==> src/rtl/instr_fetch_unit.sv <==
`default_nettype none
// ============================================================================
// Module   : instr_fetch_unit
// Purpose  : Front-end fetch stage. Owns the program counter, issues
//            word-aligned requests to instruction memory, buffers returned
//            words in an in-order prefetch FIFO and hands them to decode
//            over a valid/ready handshake tagged with their PC. A redirect
//            flushes the FIFO and drops responses still in flight.
// Ports    : clk_i, rst_ni            clock, async active-low reset
//            imem_req_o/addr_o/gnt_i  request channel to instruction memory
//            imem_rvalid_i/rdata_i    in-order response channel
//            instr_valid_o/ready_i    handshake to decode
//            instr_o, instr_pc_o      FIFO head (zero when empty)
//            redirect_i, redirect_pc_i  flush and restart fetch
// Config   : FETCH_BYPASS_EN - when defined, a response arriving while the
//            FIFO is empty is presented to decode in the same cycle.
// Revision : 1.0 - initial release
// ============================================================================
module instr_fetch_unit #(
    parameter logic [31:0] RESET_PC = 32'h0000_0000,
    parameter int          DEPTH    = 4
) (
    input  logic        clk_i,
    input  logic        rst_ni,
    output logic        imem_req_o,
    output logic [31:0] imem_addr_o,
    input  logic        imem_gnt_i,
    input  logic        imem_rvalid_i,
    input  logic [31:0] imem_rdata_i,
    output logic        instr_valid_o,
    input  logic        instr_ready_i,
    output logic [31:0] instr_o,
    output logic [31:0] instr_pc_o,
    input  logic        redirect_i,
    input  logic [31:0] redirect_pc_i
);

    localparam int                 c_PTR_W   = $clog2(DEPTH);
    localparam int                 c_CNT_W   = c_PTR_W + 1;
    localparam logic [c_CNT_W:0]   c_DEPTH_L = (c_CNT_W + 1)'(DEPTH);

    logic [31:0]        fetch_pc_q, fetch_pc_d;
    logic [31:0]        rsp_pc_q, rsp_pc_d;
    logic [31:0]        fifo_instr_q [DEPTH];
    logic [31:0]        fifo_pc_q    [DEPTH];
    logic [c_PTR_W-1:0] rd_ptr_q, rd_ptr_d;
    logic [c_PTR_W-1:0] wr_ptr_q, wr_ptr_d;
    logic [c_CNT_W-1:0] count_q, count_d;
    logic [c_CNT_W-1:0] outst_q, outst_d;
    logic [c_CNT_W-1:0] discard_q, discard_d;

    logic [c_CNT_W:0]   w_level;
    logic               w_req;
    logic               w_issue;
    logic               w_drop;
    logic               w_accept;
    logic               w_nonempty;
    logic               w_pop;
    logic               w_bypass;
    logic               w_push;
    logic [31:0]        w_redirect_pc;
    logic               w_unused_pc_lsb;

    // Buffered plus in-flight words never exceed DEPTH, so every response
    // is guaranteed a free FIFO slot when it returns.
    assign w_level    = {1'b0, count_q} + {1'b0, outst_q};
    // Gated by reset so no request leaks out while rst_ni is held low.
    assign w_req      = rst_ni & ~redirect_i & (w_level < c_DEPTH_L);
    assign w_issue    = w_req & imem_gnt_i;
    // Stale responses (older than the last redirect) and any response that
    // lands in a redirect cycle are dropped.
    assign w_drop     = imem_rvalid_i & (redirect_i | (discard_q != '0));
    assign w_accept   = imem_rvalid_i & ~w_drop;
    assign w_nonempty = (count_q != '0);
    assign w_pop      = w_nonempty & ~redirect_i & instr_ready_i;

    assign w_redirect_pc   = {redirect_pc_i[31:2], 2'b00};
    assign w_unused_pc_lsb = ^redirect_pc_i[1:0];

    assign imem_req_o  = w_req;
    assign imem_addr_o = fetch_pc_q;

`ifdef FETCH_BYPASS_EN
    // Empty FIFO: the arriving word goes straight to decode this cycle.
    assign w_bypass      = ~w_nonempty & w_accept;
    assign instr_valid_o = (w_nonempty & ~redirect_i) | w_bypass;
    assign instr_o       = w_bypass   ? imem_rdata_i :
                           w_nonempty ? fifo_instr_q[rd_ptr_q] : 32'h0;
    assign instr_pc_o    = w_bypass   ? rsp_pc_q :
                           w_nonempty ? fifo_pc_q[rd_ptr_q] : 32'h0;
`else
    assign w_bypass      = 1'b0;
    assign instr_valid_o = w_nonempty & ~redirect_i;
    assign instr_o       = w_nonempty ? fifo_instr_q[rd_ptr_q] : 32'h0;
    assign instr_pc_o    = w_nonempty ? fifo_pc_q[rd_ptr_q] : 32'h0;
`endif

    // A bypassed word that decode takes immediately never enters the FIFO.
    assign w_push = w_accept & ~(w_bypass & instr_ready_i);

    always_comb begin
        fetch_pc_d = fetch_pc_q;
        rsp_pc_d   = rsp_pc_q;
        rd_ptr_d   = rd_ptr_q;
        wr_ptr_d   = wr_ptr_q;
        count_d    = count_q;
        discard_d  = discard_q;
        outst_d    = outst_q + c_CNT_W'(w_issue) - c_CNT_W'(imem_rvalid_i);

        if (redirect_i) begin
            fetch_pc_d = w_redirect_pc;
            rsp_pc_d   = w_redirect_pc;
            rd_ptr_d   = '0;
            wr_ptr_d   = '0;
            count_d    = '0;
            // Everything still in flight after this edge is stale.
            discard_d  = outst_q - c_CNT_W'(imem_rvalid_i);
        end else begin
            if (w_issue)  fetch_pc_d = fetch_pc_q + 32'd4;
            if (w_accept) rsp_pc_d   = rsp_pc_q + 32'd4;
            if (w_push)   wr_ptr_d   = wr_ptr_q + 1'b1;
            if (w_pop)    rd_ptr_d   = rd_ptr_q + 1'b1;
            count_d = count_q + c_CNT_W'(w_push) - c_CNT_W'(w_pop);
            if (imem_rvalid_i && (discard_q != '0)) discard_d = discard_q - 1'b1;
        end
    end

    always_ff @(posedge clk_i or negedge rst_ni) begin
        if (!rst_ni) begin
            fetch_pc_q <= RESET_PC;
            rsp_pc_q   <= RESET_PC;
            rd_ptr_q   <= '0;
            wr_ptr_q   <= '0;
            count_q    <= '0;
            outst_q    <= '0;
            discard_q  <= '0;
        end else begin
            fetch_pc_q <= fetch_pc_d;
            rsp_pc_q   <= rsp_pc_d;
            rd_ptr_q   <= rd_ptr_d;
            wr_ptr_q   <= wr_ptr_d;
            count_q    <= count_d;
            outst_q    <= outst_d;
            discard_q  <= discard_d;
        end
    end

    // Storage needs no reset: the output mux hides it while count is zero.
    always_ff @(posedge clk_i) begin
        if (w_push) begin
            fifo_instr_q[wr_ptr_q] <= imem_rdata_i;
            fifo_pc_q[wr_ptr_q]    <= rsp_pc_q;
        end
    end

endmodule
`default_nettype wire

==> config.mk <==
export PLATFORM = sky130hd
export DESIGN_NAME = instr_fetch_unit
export DESIGN_NICKNAME = d
export VERILOG_FILES = /design/src/rtl/instr_fetch_unit.sv
export SDC_FILE = /design/constraint.sdc
export NUM_CORES = 1
export LEC_CHECK = 0
export ABC_CLOCK_PERIOD_IN_PS = 3950
export CAP_MARGIN = 20
export CORE_UTILIZATION = 45
export DETAILED_ROUTE_END_ITERATION = 7
export DONT_BUFFER_PORTS = 1
export GPL_ROUTABILITY_DRIVEN = 0
export REMOVE_ABC_BUFFERS = 1
export SETUP_SLACK_MARGIN = 0.15
export SLEW_MARGIN = 20
export SYNTH_ARGS = -nofsm -noshare
export SYNTH_HDL_FRONTEND = slang
export SYNTH_SLANG_ARGS = --single-unit
==> constraint.sdc <==
create_clock -name clk_i -period 3.95 [get_ports clk_i]
set_clock_uncertainty 0.1 [all_clocks]
set_input_delay 0.395 -clock clk_i [delete_from_list [all_inputs] [get_ports clk_i]]
set_output_delay 0.395 -clock clk_i [all_outputs]
set_load 0.005 [all_outputs]
## After elaboration in Yosys (flattened, before gate mapping)

Memory sizes are Yosys's and may differ from the RTL's.
Index checks and enable logic that the tools add are counted.
W data, S select, Z words.

| operators by class | value |
|---|---|
| order comparisons | 1 |
| equal/unequal tests | 0 |
| bitwise logic cells | 10 |
| multiply operators | 0 |
| multiplexer cells | 15 |
| reduce and logical (&&, ||, !) cells | 7 |
| shift operators | 0 |
| divide/modulo/power cells | 0 |
| $add $sub $neg | 11 |

Operators by type and width:

| operator | number |
|---|---|
| $mux W32 | 6 |
| $add A32 B3 Y32 const B | 2 |
| $mux W3 | 3 |
| $sub A3 B1 Y3 | 3 |
| $mux W2 | 4 |
| $reduce_bool A2 Y1 | 4 |
| $and A1 B1 Y1 | 7 |
| $add A3 B1 Y3 | 2 |
| $reduce_bool A3 Y1 | 2 |
| $add A2 B1 Y2 const B | 2 |
| $add A3 B3 Y4 | 1 |
| $lt A4 B3 Y1 const B | 1 |
| $sub A3 B1 Y3 const B | 1 |
| $mux W1 | 2 |
| $not A1 Y1 | 2 |
| $logic_and A1 B1 Y1 | 1 |
| $or A1 B1 Y1 | 1 |

| storage, ports and cells | value |
|---|---|
| flip-flop bits (word level) | 77 |
| latch bits | 0 |
| bits in writable memories | 256 |
| word-level logic and storage cells | 53 |
| memory bits (read-only) | 0 |
| output and inout bits | 98 |
| memories | 2 |
| bits of input ports | 70 |

Memories:

| memory | words | bits a word | rd ports | clocked after memory_dff | wr ports | RTL line | source |
|---|---|---|---|---|---|---|---|
| fifo_instr_q | 4 | 32 | 1 | 0 | 1 | 44 | `logic [31:0] fifo_instr_q [DEPTH];` |
| fifo_pc_q | 4 | 32 | 1 | 0 | 1 | 45 | `logic [31:0] fifo_pc_q [DEPTH];` |

## Logic depth before layout (Yosys ltp)

Gate-level depths: netlist (run 1).

| logic depth | value |
|---|---|
| depth after elaboration | 8 |
| gate-level depth with buffers | 12 |
| gate-level depth less buffers | 12 |

## Worst setup path after synthesis (run 1)

Ideal clock, no wire load.

| timing | value |
|---|---|
| path type | flip-flop to flip-flop |
| start | register discard_q[0] |
| end | memory fifo_instr_q[0][0] (enable) |
| path buffers | 0 |
| setup time | 0.427 ns |
| period minus slack after synthesis | 3.254 ns |
| stages on the path, launching flop included | 6 |
| setup slack | 0.696 ns |
| arrival time | 2.727 ns |
| data required time | 3.423 ns |
| cell sequence | dfrtp_1 > inv_1 > ha_1 > nand2b_1 > nor2_1 > and3_1 |

| between the ends | value |
|---|---|
| cells in the longest elaborated chain, start to end | 7 |

Ends and longest elaborated chain:

| what | RTL line | source |
|---|---|---|
| start, declared | 50 | `logic [c_CNT_W-1:0] discard_q, discard_d;` |
| start signal, assigned | 144 | `discard_q <= discard_d;` |
| $reduce_bool A3 Y1 | 72 | `assign w_drop = imem_rvalid_i & (redirect_i \| (discard_q != '0));` |
| $or A1 B1 Y1 | 72 |  |
| $and A1 B1 Y1 | 72 |  |
| $not A1 Y1 | 73 | `assign w_accept = imem_rvalid_i & ~w_drop;` |
| $and A1 B1 Y1 | 73 |  |
| $mux W1 | 150 | `if (w_push) begin` |
| $mux W1 (implied by the code) | 151 | `fifo_instr_q[wr_ptr_q] <= imem_rdata_i;` |
| end, declared | 44 |  |

Every way passes these cells.

## Worst setup path after layout (run 1)

| timing | value |
|---|---|
| start | register rd_ptr_q[0] |
| end | output instr_pc_o[3] |

| between the ends | value |
|---|---|
| cells in the longest elaborated chain, start to end | 2 |

Ends and longest elaborated chain:

| what | RTL line | source |
|---|---|---|
| start, declared | 46 | `logic [c_PTR_W-1:0] rd_ptr_q, rd_ptr_d;` |
| start signal, assigned | 140 | `rd_ptr_q <= rd_ptr_d;` |
| $mem_v2 Z4 W32 | n/a |  |
| $mux W32 | 95 | `assign instr_pc_o = w_nonempty ? fifo_pc_q[rd_ptr_q] : 32'h0;` |
| end, declared | 33 | `output logic [31:0] instr_pc_o,` |

Every way passes these cells.

==> reports/metrics.cfg, run 1 <==
[status]
status=finished, final reports clean

[cts]
clk_latency_ns=0.51
clock_sinks=321
root_buffer=clkbuf_16
cts_buffers=35
cts_resized=0
clkTransAtPathRegs_ns=0.06
clockBufferDepth=3
h-tree-depth=2
cts_tree=yes
ctsHoldBuffers=60
postCtsSetupBuffers=0

[yosys]
ys_warn_count=0
ys_ff_latch=321
yosysUniqueCellTypes=56
yosysMostFrequentCell=edfxtp_1
synth_top_area_share_pct=54.50
async_reset_ff_share_pct=22.74
synthesis.area_um2=13660
synth_area_leaders=edfxtp_1 55%, dfrtp_1 13%, mux4_2 10%, and2_1 3.0%, xor2_1 1.5%
yosysSeqAreaShare_pct=67.87
synth-edff-count=248
synth_top_area_cell=edfxtp_1
synth_common_cells=248 x edfxtp_1, 73 x dfrtp_1, 66 x and2_1
ys.flop_type=edfxtp_1
syn_inst=864
avgSynthCellArea_um2=15.82

[final_layout]
drive_above_1_share_pct=16.70
fillers=2417
syn2layout_area_growth_pct=16.50
layout.nets=1020
fin_cells=1350

[floorplanning]
row_count=63
die_w_um=176.3
ioPinCount=168
die_area_um2=31070
fp.dieH_um=176.3
start_util_pct=45.98
core_region_area_um2=29720

[power]
peakVddDrop_v=0.0004062
p_leak_nw=5.389
p_per_area_nw_per_um2=577.5

[sta]
fmax_ghz=0.3380
timing.slew.headroom_pct=44.63
finalSetupViolCount=0
rsz0062_at_grt=false
post-route-period-util_pct=74.90
tns_ns=0
tightest_slew_ns=0.8230
period_minus_slack_ns=2.958
finalMaxSlewViolations=0
hold_viol=0

[critical_path]
cp-end-kind=output port
start_kind=flip-flop
path_class=flip-flop to output port
crit_fanout=42
arrival_ns=2.46
required_ns=3.45

[drt]
firstDrtPassIters=4
via_per_inst=5.627
vias=7597
routed_wirelength_um=30030
wl_per_cell_um=22.24
drtIter0Drc=586
ant_nets=0
remaining_drc_errors=0

[grt]
antenna_found_initial=0
grtUsageTotal_pct=19.60
grt_max_degree=74
grt_pass1_wl_um=45680
grt_pass1_vias=7708
grt_overflow=0

[flow_run]
maxCapViolCount=0

[place]
numPortBuffers=0
place_hpwl_um=17930
place_inst=1225

[worst_hold_path]
min_path_type=primary input to flip-flop

==> cells by family (layout without fill, tap and decap cells) <==
| family | Yosys count | after routing | share of synthesized area [%] |
|---|---|---|---|
| other | 1 | 6 | 0.02744 |
| and+or+nand+nor | 260 | 260 | 10.88 |
| DFF | 321 | 321 | 67.87 |
| adders and majority gates | 18 | 18 | 1.758 |
| buffers and inverters | 66 | 157 | 2.152 |
| muxes | 66 | 66 | 10.53 |
| AOI/OAI and AO/OA | 90 | 90 | 4.093 |
| xor gates and xnor gates | 42 | 42 | 2.692 |
==> layout make-up <==
type	instances	area (um2)	share of cell area, %
diodes	2	5.005	0.03144
multi-input cells	480	4124	25.91
clock buffers	40	894.6	5.620
clock inverters	23	262.8	1.651
flip-flops and latches	321	9279	58.29
well taps	390	488.0	3.065
inverters	18	67.56	0.4244
repair buffers	76	798.3	5.015
==> worst max-delay path, cell delays in order, from the launching register on <==
cell	delay (ns)
dfrtp_4	0.74
buf_12	0.40
mux4_2	0.57
and2_1	0.24
==> final timing paths <==
kind	cells after the start	end	start	slack [ns]
min in group asynchronous	2	rsp_pc_q[23]	rst_ni	0.37
max in group asynchronous	2	rd_ptr_q[0]	rst_ni	3.06
worst min-delay path	2	imem_addr_o[12]	redirect_i	0.02
worst min register to register	1	outst_q[0]	outst_q[0]	0.44
worst max-delay path	3	instr_pc_o[3]	rd_ptr_q[0]	0.99
worst max register to register	6	fifo_pc_q[0][19]	discard_q[0]	1.06
==> sequential cells by signal, indices dropped and copies added (netlist names) <==
register      count
fifo_pc_q       120
fifo_instr_q    128
wr_ptr_q          2
count_q           3
rd_ptr_q          2
discard_q         3
outst_q           3
rsp_pc_q         30
imem_addr_o      30
==> cells in the final DEF (no fill, tap or decap), types with 5 or more instances in the layout <==
cell type and instances:
edfxtp_1 248, dfrtp_1 71, and2_1 66, mux4_2 62, dlygate4sd3_1 58, nand2_1 52
clkbuf_16 35, nor2_1 33, o21ai_0 31, nand3_1 29, xor2_1 24, nand4_1 21
xnor2_1 18, inv_1 16, o211ai_1 16, ha_1 16, and3_1 12, buf_4 12
a21oi_1 10, o21ai_1 9, clkinv_2 7, nand2b_1 6, clkinv_1 6, a31oi_1 5
nor3_1 5, clkbuf_1 5, bufinv_16 5, buf_12 5
==> routing by layer <==
metal / GRT usage [%] / up-vias / share of wire, %
li1: - / 3456 / -
met1: 27.29 / 3906 / 45
met2: 31.71 / 203 / 48
met3: 4.264 / 32 / 5.8
met4: 4.167 / 0 / 1.2
met5: 0 / - / 0
==> power breakdown <==
part           internal (mW)  total, mW  switching [mW]
clock                   1.96       3.24            1.28
sequential              3.87       4.16           0.294
combinational          0.844       1.79           0.946
total                   6.68       9.19            2.52
==> metrics by stage <==
| stage | power, mW | instance area [um2] | hold WS, ns | setup WS [ns] | utilization, % |
|---|---|---|---|---|---|
| 4_1_cts | 9.337 | 15910 | 0.005323 | 0.8991 | 53.55 |
| 2_1_floorplan | 5.473 | 13450 | -0.0005911 | 0.1138 | - |
| 3_5_place_dp | 5.982 | 14130 | 0.001875 | 1.078 | 47.54 |
| 6_report | 9.194 | 15920 | 0.02460 | 0.9915 | 53.57 |
| 3_3_place_gp | 5.958 | 14130 | 0.002370 | 1.134 | 47.54 |
| 5_1_grt | 9.654 | 15910 | 0.004872 | 0.8442 | 53.55 |
Note: power is estimated with default switching activity, not from simulation.
==> inputs of run 2 (changes only) <==
--- a/config.mk
+++ b/config.mk
@@ -5,7 +5,7 @@
 export SDC_FILE = /design/constraint.sdc
 export NUM_CORES = 1
 export LEC_CHECK = 0
-export ABC_CLOCK_PERIOD_IN_PS = 3950
+export ABC_CLOCK_PERIOD_IN_PS = 2700
 export CAP_MARGIN = 20
 export CORE_UTILIZATION = 45
 export DETAILED_ROUTE_END_ITERATION = 7
==> constraint.sdc (replaced) <==
create_clock -name clk_i -period 2.7 [get_ports clk_i]
set_clock_uncertainty 0.1 [all_clocks]
set_input_delay 0.27 -clock clk_i [delete_from_list [all_inputs] [get_ports clk_i]]
set_output_delay 0.27 -clock clk_i [all_outputs]
set_load 0.005 [all_outputs]
==> run 2 against run 1 <==
  * Total power increased by 46%
  * Cell count increased by 1.5%
  * Sequential cell count unchanged
  * Count of clock-buffer cells in the layout increased by 5
  * Critical path depth increased by 7
  * Final area increased by 1.5%
  * Die area unchanged
  * Non-clock buffer count increased by 20
  * Core utilization increased by 0.80 points
  * Sequential power increased by 45%
  * Highest routed layer unchanged
==> reports/metrics.cfg, run 2 (synthesized netlist as in run 1, its figures left out) <==
[critical_path]
crit_start=count_q[2]
start_kind=flip-flop
required_ns=2.99  ; -0.46 ns
crit_fanout=3  ; -93%
cpPeakStageDelay_ns=0.43  ; -0.31 ns
path_class=flip-flop to flip-flop
cp-end-kind=flip-flop
arrival_ns=2.74  ; +0.28 ns
cp_cell_sequence=ha_4 > nor4_4 > and4_1 > inv_2 > ha_1 > inv_1 > ha_1 > inv_1 > fa_1 > xnor2_1
worst-path-buf-inv=3  ; +2
crit_family=adder cells
cp_slowest_cell=dfrtp_1
r2r_start=count_q[2]

[final_layout]
layout.nets=1040  ; +2.0%
layout_commonest_cell=edfxtp_1
final_cell_mix=248 x edfxtp_1, 69 x dfrtp_1, 66 x and2_1, 65 x dlygate4sd3_1, 62 x mux4_2
drive_above_1_share_pct=17.89  ; +1.2 points
syn2layout_area_growth_pct=18.23
largest_reg_flops=128  ; unchanged
fin_cells=1370  ; +1.5%
top_register=fifo_instr_q
fillers=2374  ; -1.8%
reg_top3=fifo_instr_q (128), fifo_pc_q (120)

[floorplanning]
die_w_um=176.3  ; unchanged
fp.dieH_um=176.3  ; unchanged
ioPinCount=168  ; unchanged
die_area_um2=31070  ; unchanged
core_region_area_um2=29720  ; unchanged
start_util_pct=45.98  ; unchanged
row_count=63  ; unchanged

[power]
p_switching_mw=3.712  ; +48%
peakVddDrop_v=0.0005252  ; +29%
p_per_area_nw_per_um2=830.3  ; +44%
p_leak_nw=5.486  ; +1.8%
comb_power_share_pct=21.8  ; +2.3 points
power.total_mw=13.41  ; +46%
switching_share_pct=27.67  ; +0.31 points
internal-power_mw=9.702  ; +45%
p_seq_share_pct=44.9  ; -0.4 points
p_clk_share_pct=33.3  ; -1.9 points

[sta]
tightest_slew_ns=0.5630  ; -0.2600 ns
finalSetupViolCount=0  ; unchanged
rsz0062_at_grt=true
post-route-period-util_pct=90.64
period_minus_slack_ns=2.447
timing.slew.headroom_pct=62.18  ; +18 points
hold_viol=0  ; unchanged
finalMaxSlewViolations=0  ; unchanged
fmax_ghz=0.4086

[worst_hold_path]
holdCritStartpoint=redirect_i
min_path_type=primary input to flip-flop

[drt]
vias=7657  ; +0.79%
via_per_inst=5.589  ; -0.68%
routed_wirelength_um=29860  ; -0.56%
remaining_drc_errors=0  ; unchanged
ant_nets=0  ; unchanged
wl_per_cell_um=21.80  ; -2.0%
drtIter0Drc=509  ; -13%
firstDrtPassIters=5  ; +1

[place]
place_hpwl_um=18460  ; +3.0%
place_inst=1236  ; +0.90%
numPortBuffers=0  ; unchanged

[grt]
grt.busiest_layer=met2
grtUsageMet2_pct=32.61  ; +0.90 points
grt_overflow=0  ; unchanged
grt_pass1_vias=7828  ; +1.6%
grt_pass1_wl_um=46010  ; +0.72%
antenna_found_initial=1  ; +1
grt_max_degree=74  ; unchanged
gr-usage-met1_pct=25.90  ; -1.4 points
grtUsageMet3_pct=5.146  ; +0.88 points
grtUsageTotal_pct=19.66  ; +0.061 points

[cts]
clock_sinks=321  ; unchanged
cts_tree=yes
cts_buffers=35  ; unchanged
h-tree-depth=2  ; unchanged
root_buffer=clkbuf_16
clk_latency_ns=0.51  ; about the same
clockBufferDepth=3  ; unchanged
clkTransAtPathRegs_ns=0.06  ; about the same

[flow_run]
maxCapViolCount=0  ; unchanged

[status]
status=finished, final reports clean

-- run 2: cell count changes in the layout (fill, tap and decap cells not counted), sizes merged --
cell	previous run	this run
bufinv	5	1
dlygate4sd3	58	65
clkbuf	40	45
buf	18	31
clkinvlp	3	0
clkinv	15	17
-- run 2: repair_timing --
action                                  in CTS  in global routing
hold buffers                                67                  0
endpoints found under the setup margin       6                 31
resized for setup                            0                  8
endpoints found under the hold margin      271                  0
gates cloned                                 0                  0
pin swaps                                    0                  3
setup buffers                                2                  0
-- run 2: path summary, 6_finish.rpt --
| kind | end | slack (ns) | cells past startpoint |
|---|---|---|---|
| max | outst_q[2] | 0.25 | 10 |
| min | count_q[2] | 0.02 | 2 |
| max reg2reg | outst_q[2] | 0.25 | 10 |
| min reg2reg | fifo_pc_q[2][31] | 0.45 | 0 |
| max in group asynchronous | rd_ptr_q[0] | 1.94 | 2 |
| min in group asynchronous | imem_addr_o[7] | 0.23 | 2 |
-- run 2: layout make-up --
cell class	count	area [um2]	share of cell area, %
flip-flops and latches	321	9281	57.45
clock inverters	18	103.9	0.6428
clock buffers	45	975.9	6.041
diodes	2	5.005	0.03098
inverters	18	67.56	0.4182
repair buffers	96	1077	6.668
multi-input cells	480	4156	25.73
well taps	390	488.0	3.020
-- run 2: layer usage --
metal	up-vias	routed length [um]
li1	3497	-
met1	3893	12720
met2	229	14570
met3	38	2122
met4	0	448
met5	-	0
-- run 2: power by group through the flow --
stage          sequential, mW  combinational [mW]  clock [mW]
2_1_floorplan            6.18                1.83           0
3_3_place_gp             6.14                2.68           0
3_5_place_dp             6.15                2.72           0
4_1_cts                  6.01                2.95        4.59
5_1_grt                  6.07                3.26        4.77
6_report                 6.02                2.92        4.47
-- run 2: per-stage QoR --
stage	hold WS (ns)	setup TNS, ns	cell area, um2	setup slack [ns]	util (%)
finish	0.01711	0	16160	0.2527	54.36
global route	0.03596	0	16150	0.1138	54.36
CTS	0.003986	0	16110	0.1619	54.22
detailed placement	-0.1230	0	14300	0.1731	48.12
global placement	-0.1229	0	14300	0.1999	48.12
floorplan	-0.1256	-201.55	13450	-1.011	-
==> inputs of run 3 (changes only) <==
==> constraint.sdc (replaced) <==
create_clock -name clk_i -period 2.7 [get_ports clk_i]
set_clock_uncertainty 0.1 [all_clocks]
set_input_delay 0.405 -clock clk_i [delete_from_list [all_inputs] [get_ports clk_i]]
set_output_delay 0.405 -clock clk_i [all_outputs]
set_load 0.005 [all_outputs]
==> run 3 against run 2 <==
  * Cell count down 0.22%
  * First-iteration DRC count up 9.0%
  * Sequential cell count unchanged
  * Global-route usage about the same
  * Via count up 0.46%
  * Critical path depth down 5
  * Register-to-register slack worse by 0.04 ns
  * Hold slack worse by 0.0068 ns
  * Highest routed layer unchanged
==> reports/metrics.cfg, run 3 (synthesized netlist as in run 1, its figures left out) <==
[final_layout]
top_register=fifo_instr_q
multiInputGateArea_um2=4190  ; +0.81%
largest_reg_flops=128  ; unchanged
drive_above_1_share_pct=20.68  ; +2.8 points
fillers=2364  ; -0.42%
layout_commonest_cell=edfxtp_1
reg_top3=fifo_instr_q (128), fifo_pc_q (120)
syn2layout_area_growth_pct=19.07
fin_cells=1367  ; -0.22%
num_antenna_cells=0  ; -2
regArea_um2=9280  ; about the same
layout.nets=1042  ; +0.19%
final_cell_mix=248 x edfxtp_1, 70 x dfrtp_1, 62 x mux4_2, 56 x dlygate4sd3_1, 54 x and2_1

[power]
p_seq_share_pct=43.2  ; -1.7 points
p_clk_share_pct=33.5  ; +0.2 points
switching_share_pct=27.71  ; +0.031 points
p_per_area_nw_per_um2=853.2  ; +2.8%
internal-power_mw=10.04  ; +3.4%
p_switching_mw=3.846  ; +3.6%
comb_power_share_pct=23.3  ; +1.5 points
peakVddDrop_v=0.0006550  ; +25%
p_leak_nw=5.555  ; +1.2%
power.total_mw=13.88  ; +3.5%

[place]
place_hpwl_um=18320  ; -0.78%
numPortBuffers=0  ; unchanged
place_inst=1239  ; +0.24%

[flow_run]
maxCapViolCount=0  ; unchanged

[grt]
grt_overflow=0  ; unchanged
grtUsageTotal_pct=19.70  ; +0.041 points
grt_pass1_wl_um=45800  ; -0.47%
antenna_found_initial=0  ; -1
grt_max_degree=74  ; unchanged
grt_pass1_vias=7774  ; -0.69%

[drt]
firstDrtPassIters=5  ; unchanged
vias=7692  ; +0.46%
routed_wirelength_um=30040  ; +0.61%
ant_nets=0  ; unchanged
wl_per_cell_um=21.98  ; +0.83%
drtIter0Drc=555  ; +9.0%
via_per_inst=5.627  ; +0.68%
remaining_drc_errors=0  ; unchanged

[cts]
root_buffer=clkbuf_16
clkTransAtPathRegs_ns=0.06  ; about the same
clockBufferDepth=3  ; unchanged
cts_tree=yes
cts_buffers=35  ; unchanged
clk_latency_ns=0.51  ; about the same
h-tree-depth=2  ; unchanged
clock_sinks=321  ; unchanged

[sta]
hold_viol=0  ; unchanged
fmax_ghz=0.3924  ; -4.0%
rsz0062_at_grt=true
period_minus_slack_ns=2.549  ; +0.1012 ns
timing.slew.headroom_pct=59.88  ; -2.3 points
post-route-period-util_pct=94.39  ; +3.7 points
finalMaxSlewViolations=0  ; unchanged
tightest_slew_ns=0.5972  ; +0.03423 ns
hold_ws_ns=0.01036  ; -0.006751 ns
finalSetupViolCount=0  ; unchanged

[floorplanning]
fp.dieH_um=176.3  ; unchanged
die_area_um2=31070  ; unchanged
row_count=63  ; unchanged
die_w_um=176.3  ; unchanged
core_region_area_um2=29720  ; unchanged
ioPinCount=168  ; unchanged
start_util_pct=45.98  ; unchanged

[worst_hold_path]
min_path_type=primary input to flip-flop
holdPathStages=2  ; unchanged
holdPathEnd=rsp_pc_q[13]
holdCritStartpoint=redirect_pc_i[13]

[critical_path]
cp-end-kind=output port
start_kind=flip-flop
arrival_ns=2.04  ; -0.70 ns
ff2ff_path_depth=10  ; unchanged
path_class=flip-flop to output port
r2r-end=outst_q[2]
ff2ff_setup_slack_ns=0.21  ; -0.04 ns
r2r_start=count_q[1]
required_ns=2.19  ; -0.80 ns
crit_fanout=6  ; +3

[status]
status=finished, final reports clean

[run 3: changes by cell type in the layout (fill, tap and decap cells not counted), moves of 3 or more]
cell,before,now
buf_4,16,23
dlygate4sd3_1,65,56
and2_4,0,12
clkbuf_1,6,2
clkinv_4,0,3
and2_1,66,54
clkinv_1,9,5
[run 3: repair_timing]
item	CTS	global route
hold buffers	57	1
gates resized for setup	4	23
gates cloned	1	1
hold endpoints to repair	252	1
endpoints found under the setup margin	65	57
pin swaps	0	3
buffers inserted	7	1
[run 3: stage by stage]
step / util, % / setup WS [ns] / setup TNS (ns) / cell area [um2]
3_3_place_gp: 48.15 / 0.2041 / 0 / 14310
3_5_place_dp: 48.15 / 0.1003 / 0 / 14310
2_1_floorplan: - / -1.146 / -209.92 / 13450
4_1_cts: 54.38 / 0.1243 / 0 / 16160
5_1_grt: 54.75 / 0.1070 / 0 / 16270
6_report: 54.75 / 0.1515 / 0 / 16270
[run 3: cell type report]
type | count | area share (%)
repair buffers | 98 | 6.882
flip-flops and latches | 321 | 57.04
inverters | 18 | 0.4153
clock buffers | 38 | 5.583
well taps | 390 | 2.999
clock inverters | 22 | 1.330
multi-input cells | 480 | 25.75
[run 3: power groups by stage]
stage / clock (mW) / combinational [mW] / sequential, mW
finish: 4.65 / 3.23 / 6.00
global route: 4.93 / 3.58 / 6.05
CTS: 4.75 / 3.10 / 6.00
detailed placement: 0 / 2.70 / 6.15
global placement: 0 / 2.67 / 6.14
floorplan: 0 / 1.83 / 6.18
[run 3: worst max path at each step]
stage | startpoint | to | depth (start not counted)
after floorplan | rd_ptr_q[0] | instr_o[0] | 2
after global placement | outst_q[2] | outst_q[1] | 10
after detailed placement | outst_q[2] | outst_q[2] | 10
after CTS | rd_ptr_q[0] | instr_o[17] | 4
after global routing | rd_ptr_q[0] | instr_pc_o[31] | 5
final | rd_ptr_q[0] | instr_pc_o[29] | 5
[run 3: per-layer routing]
| metal | wire [um] | part of all wire (%) | vias to the layer above | track usage (%) |
|---|---|---|---|---|
| li1 | - | - | 3490 | - |
| met1 | 13030 | 43 | 3929 | 27.36 |
| met2 | 14510 | 48 | 237 | 31.76 |
| met3 | 1956 | 6.5 | 36 | 4.048 |
| met4 | 539 | 1.8 | 0 | 5.000 |
| met5 | 0 | 0 | - | 0 |
[run 3: critical path: stages, from the launching register on]
cell	delay [ns]
dfrtp_4	0.49
buf_12	0.15
buf_12	0.13
buf_16	0.14
mux4_2	0.45
and2_4	0.18
